**config.mk**
```make
export PLATFORM = sky130hd
export DESIGN_NAME = sync_fifo
export DESIGN_NICKNAME = d
export VERILOG_FILES = /design/src/rtl/sync_fifo.sv
export SDC_FILE = /design/constraint.sdc
export NUM_CORES = 1
export LEC_CHECK = 0
export BUFFER_PORTS_ARGS = -buffer_cell sky130_fd_sc_hd__buf_4
export CORE_MARGIN = 2
export CORE_UTILIZATION = 58
export CTS_BUF_LIST = sky130_fd_sc_hd__clkbuf_8
export DETAILED_ROUTE_END_ITERATION = 8
export PLACE_DENSITY = 0.76
export SLEW_MARGIN = 5
export SYNTH_ARGS = -nofsm -noshare
export SYNTH_HDL_FRONTEND = slang
export SYNTH_SLANG_ARGS = --single-unit
export TNS_END_PERCENT = 50
```
**constraint.sdc**
```tcl
create_clock -name i_clk -period 6.05 [get_ports i_clk]
set_input_delay 1.21 -clock i_clk [delete_from_list [all_inputs] [get_ports i_clk]]
set_output_delay 1.21 -clock i_clk [all_outputs]
set_load 0.1 [all_outputs]
```
**src/rtl/sync_fifo.sv**
```systemverilog
// -----------------------------------------------------------------------------
// sync_fifo
//   Single-clock synchronous FIFO with in-block occupancy tracking, programmable
//   almost-full/almost-empty thresholds and a registered read port (1-cycle
//   read latency).
//
// Optional build macro:
//   SYNC_FIFO_ERR_FLAGS_EN - adds sticky overflow/underflow error flags and
//                            their clear input.
//
// Ports:
//   i_clk            clock, all logic on rising edge
//   i_rst            synchronous active-high reset
//   i_wrdata         write data
//   i_wr_en          write request (accepted when not full)
//   i_rd_en          read request (accepted when not empty)
//   o_rdata          registered read data, holds when no read is accepted
//   o_rdata_valid    one-cycle pulse when o_rdata carries a newly popped word
//   o_full           count == DEPTH
//   o_empty          count == 0
//   o_almost_full    count >= ALMOST_FULL_TH
//   o_almost_empty   count <= ALMOST_EMPTY_TH
//   o_count          current occupancy, 0..DEPTH
//   o_overflow       (macro) sticky write-when-full
//   o_underflow      (macro) sticky read-when-empty
//   i_err_clr        (macro) clears both sticky flags; a coincident set wins
// -----------------------------------------------------------------------------
module sync_fifo #(
  parameter int DATA_W          = 8,
  parameter int ADDRESS         = 4,
  parameter int ALMOST_FULL_TH  = 12,
  parameter int ALMOST_EMPTY_TH = 2
) (
  input  logic               i_clk,
  input  logic               i_rst,
  input  logic [DATA_W-1:0]  i_wrdata,
  input  logic               i_wr_en,
  input  logic               i_rd_en,
  output logic [DATA_W-1:0]  o_rdata,
  output logic               o_rdata_valid,
  output logic               o_full,
  output logic               o_empty,
  output logic               o_almost_full,
  output logic               o_almost_empty,
`ifdef SYNC_FIFO_ERR_FLAGS_EN
  output logic               o_overflow,
  output logic               o_underflow,
  input  logic               i_err_clr,
`endif
  output logic [ADDRESS:0]   o_count
);

  localparam int DEPTH = 1 << ADDRESS;

  localparam logic [ADDRESS:0] C_DEPTH = (ADDRESS+1)'(DEPTH);
  localparam logic [ADDRESS:0] C_AF_TH = (ADDRESS+1)'(ALMOST_FULL_TH);
  localparam logic [ADDRESS:0] C_AE_TH = (ADDRESS+1)'(ALMOST_EMPTY_TH);

  logic [DATA_W-1:0]  r_mem [DEPTH];
  logic [ADDRESS-1:0] r_wr_ptr;
  logic [ADDRESS-1:0] r_rd_ptr;
  logic [ADDRESS:0]   r_count;
  logic [DATA_W-1:0]  r_rdata_p1;
  logic               r_vld_p1;

  logic w_full;
  logic w_empty;
  logic w_wr_acc;
  logic w_rd_acc;

  // Flags decode only the registered count, so they never see input glitches.
  assign w_full  = (r_count == C_DEPTH);
  assign w_empty = (r_count == '0);

  assign w_wr_acc = i_wr_en && !w_full;
  assign w_rd_acc = i_rd_en && !w_empty;

  // Storage is never cleared; a write in the reset cycle is suppressed so the
  // array only ever changes alongside a pointer advance.
  always_ff @(posedge i_clk) begin
    if (w_wr_acc && !i_rst) begin
      r_mem[r_wr_ptr] <= i_wrdata;
    end
  end

  // ---- stage p0 -> p1: pointer/count update and registered read port ----
  always_ff @(posedge i_clk) begin
    if (i_rst) begin
      r_wr_ptr   <= '0;
      r_rd_ptr   <= '0;
      r_count    <= '0;
      r_rdata_p1 <= '0;
      r_vld_p1   <= 1'b0;
    end else begin
      r_vld_p1 <= w_rd_acc;
      if (w_wr_acc) begin
        r_wr_ptr <= r_wr_ptr + 1'b1;
      end
      if (w_rd_acc) begin
        r_rdata_p1 <= r_mem[r_rd_ptr];
        r_rd_ptr   <= r_rd_ptr + 1'b1;
      end
      case ({w_wr_acc, w_rd_acc})
        2'b10:   r_count <= r_count + 1'b1;
        2'b01:   r_count <= r_count - 1'b1;
        default: r_count <= r_count;
      endcase
    end
  end

`ifdef SYNC_FIFO_ERR_FLAGS_EN
  logic r_overflow;
  logic r_underflow;

  // Set term is ORed after the clear so a coincident set survives the clear.
  always_ff @(posedge i_clk) begin
    if (i_rst) begin
      r_overflow  <= 1'b0;
      r_underflow <= 1'b0;
    end else begin
      r_overflow  <= (i_wr_en && w_full)  || (r_overflow  && !i_err_clr);
      r_underflow <= (i_rd_en && w_empty) || (r_underflow && !i_err_clr);
    end
  end

  assign o_overflow  = r_overflow;
  assign o_underflow = r_underflow;
`endif

  assign o_rdata        = r_rdata_p1;
  assign o_rdata_valid  = r_vld_p1;
  assign o_full         = w_full;
  assign o_empty        = w_empty;
  assign o_almost_full  = (r_count >= C_AF_TH);
  assign o_almost_empty = (r_count <= C_AE_TH);
  assign o_count        = r_count;

endmodule

```
# Word level (Yosys, flattened, before mapping)
# Memories as Yosys holds them, arrays and structs flattened. A register that Yosys moved wholly into a read port is not among the register bits.
# Index checks and enable logic that the tools add are counted.
# word_totals
elab_cells	25
out_inout_bits	18
mem_count	1
regBits	14
input_bits	12
ram_bits	128
# memory_table
name	depth	word_bits	rd	rd_clocked_by_memory_dff	write_ports	line	source
r_mem	16	8	1	1	1	59	logic [DATA_W-1:0] r_mem [DEPTH];
# op_classes
mux	3
n_lt_le_gt_ge	2
reduce_logical	8
addsub	4
n_eq_ne	3
# ops
cell	n
case mux 5 bit (2 select lines)	1
adder 4 x 1 -> 4 bit, second input constant	2
adder 5 x 1 -> 5 bit, second input constant	1
== test 5 bit, second input constant	1
greater-or-equal comparator 5 x 4 -> 1 bit, second input constant	1
less-or-equal comparator 5 x 2 -> 1 bit, second input constant	1
logical NOT 5 bit	1
subtractor 5 x 1 -> 5 bit, second input constant	1
logical AND 1 bit	3
logical NOT 1 bit	3
== test 2 x 1 -> 1 bit, second input constant	1
== test 2 bit, second input constant	1
2-to-1 mux 1 bit	2
nonzero test 2 bit	1

# Longest topological paths before layout
# Gate-level depths: netlist of run 1.
# depth
word_depth	6
depth_mapped	10
mapped_depth_nobuf	9

# Least setup slack after synthesis of run 1
# Ideal clock, no wire load.
# synth_timing
path_type	flip-flop to output port
startpoint	register r_count[1] (netlist: o_count[1])
endpoint	output o_almost_empty
path_stages_with_launch	2
required_ps	4840
n_path_buf	0
setup_slack_ps	-718
arrival_time_ps	5558
cell_sequence	dfxtp_1 -> a2111oi_0
# synth_between
elab_chain_len	1
# synth_lines
item	line	source
start: declaration	62	logic [ADDRESS:0] r_count;
start signal: assignment	104	2'b10: r_count <= r_count + 1'b1;
start signal: assignment	105	2'b01: r_count <= r_count - 1'b1;
start signal: assignment	106	default: r_count <= r_count;
less-or-equal comparator 5 x 2 -> 1 bit	135	assign o_almost_empty = (r_count <= C_AE_TH);
end: declaration	44	output logic o_almost_empty,
# Every way passes these cells.

# Worst setup path in the final report of run 1
# layout_timing
startpoint	input i_rd_en
endpoint	register r_count[4] (netlist: o_count[4])
# layout_between
elab_chain_len	3
word_cells_on_any_way	5
cone_classes	2 x eq/ne; 1 x mux; 2 x reduce/logical
# layout_lines
item	line	source
start: declaration	38	input logic i_rd_en,
logical AND 1 bit *	76	assign w_rd_acc = i_rd_en && !w_empty;
== test 2 x 1 -> 1 bit / == test 2 bit (equally long branches)	103	case ({w_wr_acc, w_rd_acc})
case mux 5 bit (2 select lines) / nonzero test 2 bit (equally long branches)	--	
# Mark *: on every way between the ends. The rest lies on a longest branch, timed or not.
# A chain may end at the register's enable or synchronous reset.

==> results.yml, run 1 <==
yosys:
  synth.net_count: 415
  synth_xor_area_frac: 0.0130
  synth_cells: 393
  synth_mux_area_frac: 0.114
  yosys.area_share.simple: 0.0589
  synth_compound_area_frac: 0.0604
  synth-edff-count: 128
  syn_area_sq_um: 6070
  seq_area_frac_synth: 0.706
  yosysUniqueCellTypes: 35
  ys_warn_count: 0
  syn_avg_cell_area_sq_um: 15.4
  ys_ff_latch: 150
  synth_top_family_by_area: "multiplexers"
  synthFlopType: "edfxtp_1"
  yosysTopAreaCellShare: 0.633
  yosys-top-cells-area: "edfxtp_1 63%, mux2i_1 11%, dfxtp_1 7.3%"
  synth_area_leader_cell: "edfxtp_1"
  async_flop_share: 0
  synthAdderAreaFrac: 0.0218
route:
  drt_iter0_drc: 339
  dr.pass1.iters: 5
  routed_wl_mm: 11.6
  drc: 0
  detail-route-antenna-nets: 0
  vias: 3332
  routed_via_density: 5.88
  wire_per_inst_microns: 20.4
critical_path:
  worstSetupEndpointType: "register"
  crit_chain: "buf_4, a21boi_2, ha_1, ha_1, a21o_1, a21oi_1, mux2i_1, mux2_2"
  crit_slowest_cell: "a21boi_2"
  crit_type: "in -> reg"
  critPathMaxStageDelay_ns: 0.68
  worstPathArrival_ns: 3.63
  cpMostUsedCell: "ha_1"
  cp_data_required_time_ns: 6.38
  start_kind: "input pin"
  crit_fanout: 20
sta:
  tightest_slew_ns: 1.15
  max_freq_mhz: 303
  slew_headroom: 0.235
  fin_crit_sh: 0.545
  setup_viol_count_final: 0
  final-hold-violation-count: 0
  fin_tns_setup_ns: 0
  finalClockSkew_ns: 0.00995
  slew_violations: 0
  rsz0062_at_grt: "no"
  min_period_ns: 3.30
clock_tree:
  ctsHtreeMaxLevel: 4
  clk_latency_ns: 0.44
  cts_sinks: 150
  cts_hold_repair.buffers: 0
  ctsResizeCount: 0
  cts_tree: "done"
  post-cts-setup-buffers: 0
  cts_buffer_depth: 2
  ctsRootBufferMaster: "clkbuf_8"
  cts_buffers: 17
  clkSlewWorstSetupHoldPaths_ns: 0.08
die:
  die_area_sq_um: 11300
  die_y_microns: 106
  initial_core_util: 0.593
  coreArea_sq_um: 10200
  die_x_microns: 106
  fp-row-count: 37
  io_pins: 30
min_path:
  hold_path_class: "reg -> reg"
cells_and_area:
  design_area_sq_um: 6780
  drive_above_1_share: 0.148
  area_growth_pct: 11.7
  fin_nets: 440
  diodes: 0
  layout_commonest_cell: "edfxtp_1"
  final_cell_mix: "128 x edfxtp_1, 68 x mux2i_1, 43 x nor2_1"
pwr:
  seqPwrFrac: 0.409
  p_int_mw: 1.90
  p_switching_mw: 1.17
  pwr-share-clk: 0.282
  netSwitchingFraction: 0.381
  comb_power_share: 0.309
  p_per_area_nw_per_um2: 454
  ir_drop_uv: 385
  power.leakage_nw: 2.19
placement:
  dp_hpwl_mm: 7.57
  place_congestion: 0.789
  port_buffers: 29
  place_area_sq_um: 6320
run_status:
  outcome: "completed"
global_route:
  grt_max_degree: 67
  first_global_vias: 3169
  track_usage: 0.221
  grt_first_pass_wirelength_mm: 18.1
  antenna_found_initial: 0
  grt_overflow: 0
flow_run:
  drv_cap: 0
[logic make-up (layout without fill, tap and decap cells)]
| kind of cell | after synthesis | in the layout |
|---|---|---|
| buffers and inverters | 27 | 65 |
| xor gates and xnor gates | 9 | 9 |
| adders and majority gates | 10 | 10 |
| AOI/OAI and AO/OA | 53 | 53 |
| DFF | 150 | 150 |
| muxes | 69 | 69 |
| and+or+nand+nor | 75 | 75 |
[worst max-delay path: cells and delay by family]
family	cells	cell delay (ns)
mux	2	0.56
fa+ha+maj	2	0.74
buf+inv	1	0.09
compound gates	3	1.02
[through the flow]
stage / util / std cells / power (mW) / hold WS, ns / setup WS [ns]
after floorplan: - / 393 / 2.03 / 0.527 / 0.634
after global placement: 0.618 / 535 / 2.21 / 0.502 / 2.39
after detailed placement: 0.618 / 535 / 2.23 / 0.498 / 2.31
after CTS: 0.663 / 567 / 3.09 / 0.509 / 2.78
after global routing: 0.663 / 567 / 3.19 / 0.545 / 2.62
final: 0.663 / 567 / 3.08 / 0.507 / 2.75
[area by class of cell]
class,count,area (sq um)
clock buffers,17,234
clock inverters,15,226
fillers,690,3450
inverters,4,15.0
multi-input cells,216,1630
flip-flops and latches,150,4290
well taps,136,170
repair buffers,29,218
[synthesized netlist by cell type, types with 3 or more instances]
| library cell | count |
|---|---|
| mux2i_1 | 68 |
| clkbuf_1 | 6 |
| nand2_1 | 7 |
| inv_1 | 4 |
| edfxtp_1 | 128 |
| ha_1 | 9 |
| xnor2_1 | 3 |
| a21oi_1 | 3 |
| nor2_1 | 43 |
| buf_2 | 8 |
| buf_4 | 5 |
| o211ai_1 | 3 |
| nor4_1 | 9 |
| or3b_1 | 3 |
| nand3b_1 | 5 |
| o22ai_1 | 32 |
| a211oi_1 | 8 |
| xor2_1 | 6 |
| dfxtp_1 | 22 |
[power groups by stage]
stage	Clock [mW]	Sequential, mW	Combinational, mW
floorplan	0	1.55	0.478
global placement	0	1.28	0.933
detailed placement	0	1.28	0.949
CTS	0.880	1.26	0.952
global route	0.917	1.27	1.00
finish	0.869	1.26	0.950
[layer usage]
layer / part of all wire / GRT usage / vias up / routed length, microns
li1: - / - / 1562 / -
met1: 0.43 / 0.309 / 1617 / 4970
met2: 0.49 / 0.344 / 125 / 5660
met3: 0.060 / 0.0448 / 28 / 698
met4: 0.022 / 0.0912 / 0 / 260
met5: 0 / 0 / - / 0
[path summary, 6_finish.rpt]
kind                    from    endpoint  slack (ns)  depth (start not counted)
setup / recovery     i_rd_en  o_count[4]        2.75                          8
hold / removal    o_rdata[2]  o_rdata[2]        0.51                          2
hold reg to reg   o_rdata[2]  o_rdata[2]        0.51                          2
setup reg to reg  o_count[4]  o_count[4]        2.84                          8
[sequential cells by signal (all words and copies together), names as in the netlist]
register / count
r_mem: 128
o_rdata: 8
r_wr_ptr: 4
o_rdata_valid: 1
r_rd_ptr: 4
o_count: 5
Note: power is estimated with default switching activity, not from simulation.
==> run 2: changes to the inputs <==
==> constraint.sdc (replaced) <==
create_clock -name i_clk -period 3.22 [get_ports i_clk]
set_input_delay 0.644 -clock i_clk [delete_from_list [all_inputs] [get_ports i_clk]]
set_output_delay 0.644 -clock i_clk [all_outputs]
set_load 0.1 [all_outputs]
==> results.yml, run 2 (synthesis gave the netlist of run 1 again) <==
run_status:
  outcome: "completed"
cells_and_area:
  n_fill_cell: 718
  layout_commonest_cell: "edfxtp_1"
  regMostFlops: "r_mem"
  area_growth_pct: 12.6
  fin_nets: 448
  fin_cells: 575
  final_cell_mix: "128 x edfxtp_1, 68 x mux2i_1, 42 x nor2_1"
  largest_register_ffs: 128
  diodes: 0
  drive_above_1_share: 0.166
route:
  drc: 0
  detail-route-antenna-nets: 0
  drt_iter0_drc: 249
  routed_wl_mm: 11.8
  vias: 3291
  wire_per_inst_microns: 20.4
  routed_via_density: 5.72
  dr.pass1.iters: 5
global_route:
  antenna_found_initial: 0
  grt_max_degree: 38
  grt_overflow: 0
  track_usage: 0.225
  grt_first_pass_wirelength_mm: 18.2
  first_global_vias: 3231
critical_path:
  cp_num_buf_inv: 0
  crit_family: "adder cells"
  critPathMaxStageDelay_ns: 0.48
  crit_fanout: 7
  worstPathArrival_ns: 3.14
  start_kind: "register"
  crit_slowest_cell: "nor4_1"
  cp_data_required_time_ns: 3.56
  crit_type: "reg -> reg"
  crit_chain: "nor4_1, a21boi_1, ha_1, fa_1, a21o_1, a21oi_1, mux2i_1, mux2_2"
  worstSetupEndpointType: "register"
clock_tree:
  ctsHtreeMaxLevel: 4
  cts_buffer_depth: 2
  cts_hold_repair.buffers: 0
  cts_buffers: 17
  cts_sinks: 150
  clkSlewWorstSetupHoldPaths_ns: 0.07
  post-cts-setup-buffers: 0
  clk_latency_ns: 0.45
  ctsResizeCount: 0
  cts_tree: "done"
  ctsRootBufferMaster: "clkbuf_8"
pwr:
  pwr-share-clk: 0.264
  p_switching_mw: 2.20
  total_power_mw: 5.71
  p_per_area_nw_per_um2: 836
  power.leakage_nw: 2.23
  p_int_mw: 3.51
  seqPwrFrac: 0.410
  comb_power_share: 0.326
  netSwitchingFraction: 0.385
  ir_drop_uv: 633
placement:
  place_congestion: 0.807
  dp.cells: 543
  port_buffers: 29
  dp_slack_ns: 0.446
  dp_hpwl_mm: 7.61
min_path:
  hold_path_class: "reg -> reg"
sta:
  final-hold-violation-count: 0
  setup_ws_ns: 0.415
  min_period_ns: 2.80
  setup_viol_count_final: 0
  fin_crit_sh: 0.871
  slew_violations: 0
  rsz0062_at_grt: "no"
  slew_headroom: 0.411
  max_freq_mhz: 357
  tightest_slew_ns: 0.880
  fin_tns_setup_ns: 0
  finalClockSkew_ns: 0.0104
flow_run:
  drv_cap: 0
die:
  io_pins: 30
  die_y_microns: 106
  fp-row-count: 37
  coreArea_sq_um: 10200
  initial_core_util: 0.593
  die_area_sq_um: 11300
  die_x_microns: 106
run 2: metrics by stage:
stage                     hold slack [ns]  instance area, sq um   util
final                               0.502                  6840  0.668
after CTS                           0.505                  6840  0.668
after global placement              0.492                  6410  0.627
after floorplan                     0.527                  6090      -
after detailed placement            0.495                  6410  0.627
after global routing                0.514                  6840  0.668
run 2: final cells by class:
| type | instances | area (sq um) | area share |
|---|---|---|---|
| clock buffer | 20 | 275 | 0.0403 |
| tap | 136 | 170 | 0.0249 |
| inverter | 4 | 15.0 | 0.00220 |
| multi-input combinational | 216 | 1650 | 0.241 |
| clock inverter | 12 | 150 | 0.0220 |
| sequential | 150 | 4290 | 0.627 |
| timing repair buffer | 37 | 290 | 0.0425 |
run 2: routing by layer:
layer | GRT usage | wire length [microns]
met5 | 0 | 0
met4 | 0.0874 | 89
met3 | 0.0497 | 807
met2 | 0.353 | 5850
met1 | 0.311 | 5000
run 2: final timing paths:
| path | from | to | slack [ns] | cells past startpoint |
|---|---|---|---|---|
| hold reg to reg | o_rdata[7] | o_rdata[7] | 0.50 | 2 |
| hold / removal | o_rdata[7] | o_rdata[7] | 0.50 | 2 |
| setup reg to reg | o_count[1] | o_count[4] | 0.42 | 8 |
| setup / recovery | o_count[1] | o_count[4] | 0.42 | 8 |
run 2: worst reg2reg max path: cells and delay by family, from the launching register on:
| family | cells | cell delay, ns |
|---|---|---|
| AND/OR/NAND/NOR | 1 | 0.48 |
| AO/OA/AOI/OAI | 3 | 0.53 |
| multiplexers | 2 | 0.58 |
| flip-flops | 1 | 0.40 |
| adder cells (fa/ha/maj) | 2 | 0.72 |
run 2: power by group through the flow:
stage	combinational, mW	clock, mW	sequential [mW]
6_report	1.86	1.51	2.34
3_5_place_dp	1.86	0	2.39
5_1_grt	1.95	1.61	2.36
3_3_place_gp	1.83	0	2.38
4_1_cts	1.86	1.52	2.34
2_1_floorplan	0.924	0	2.93
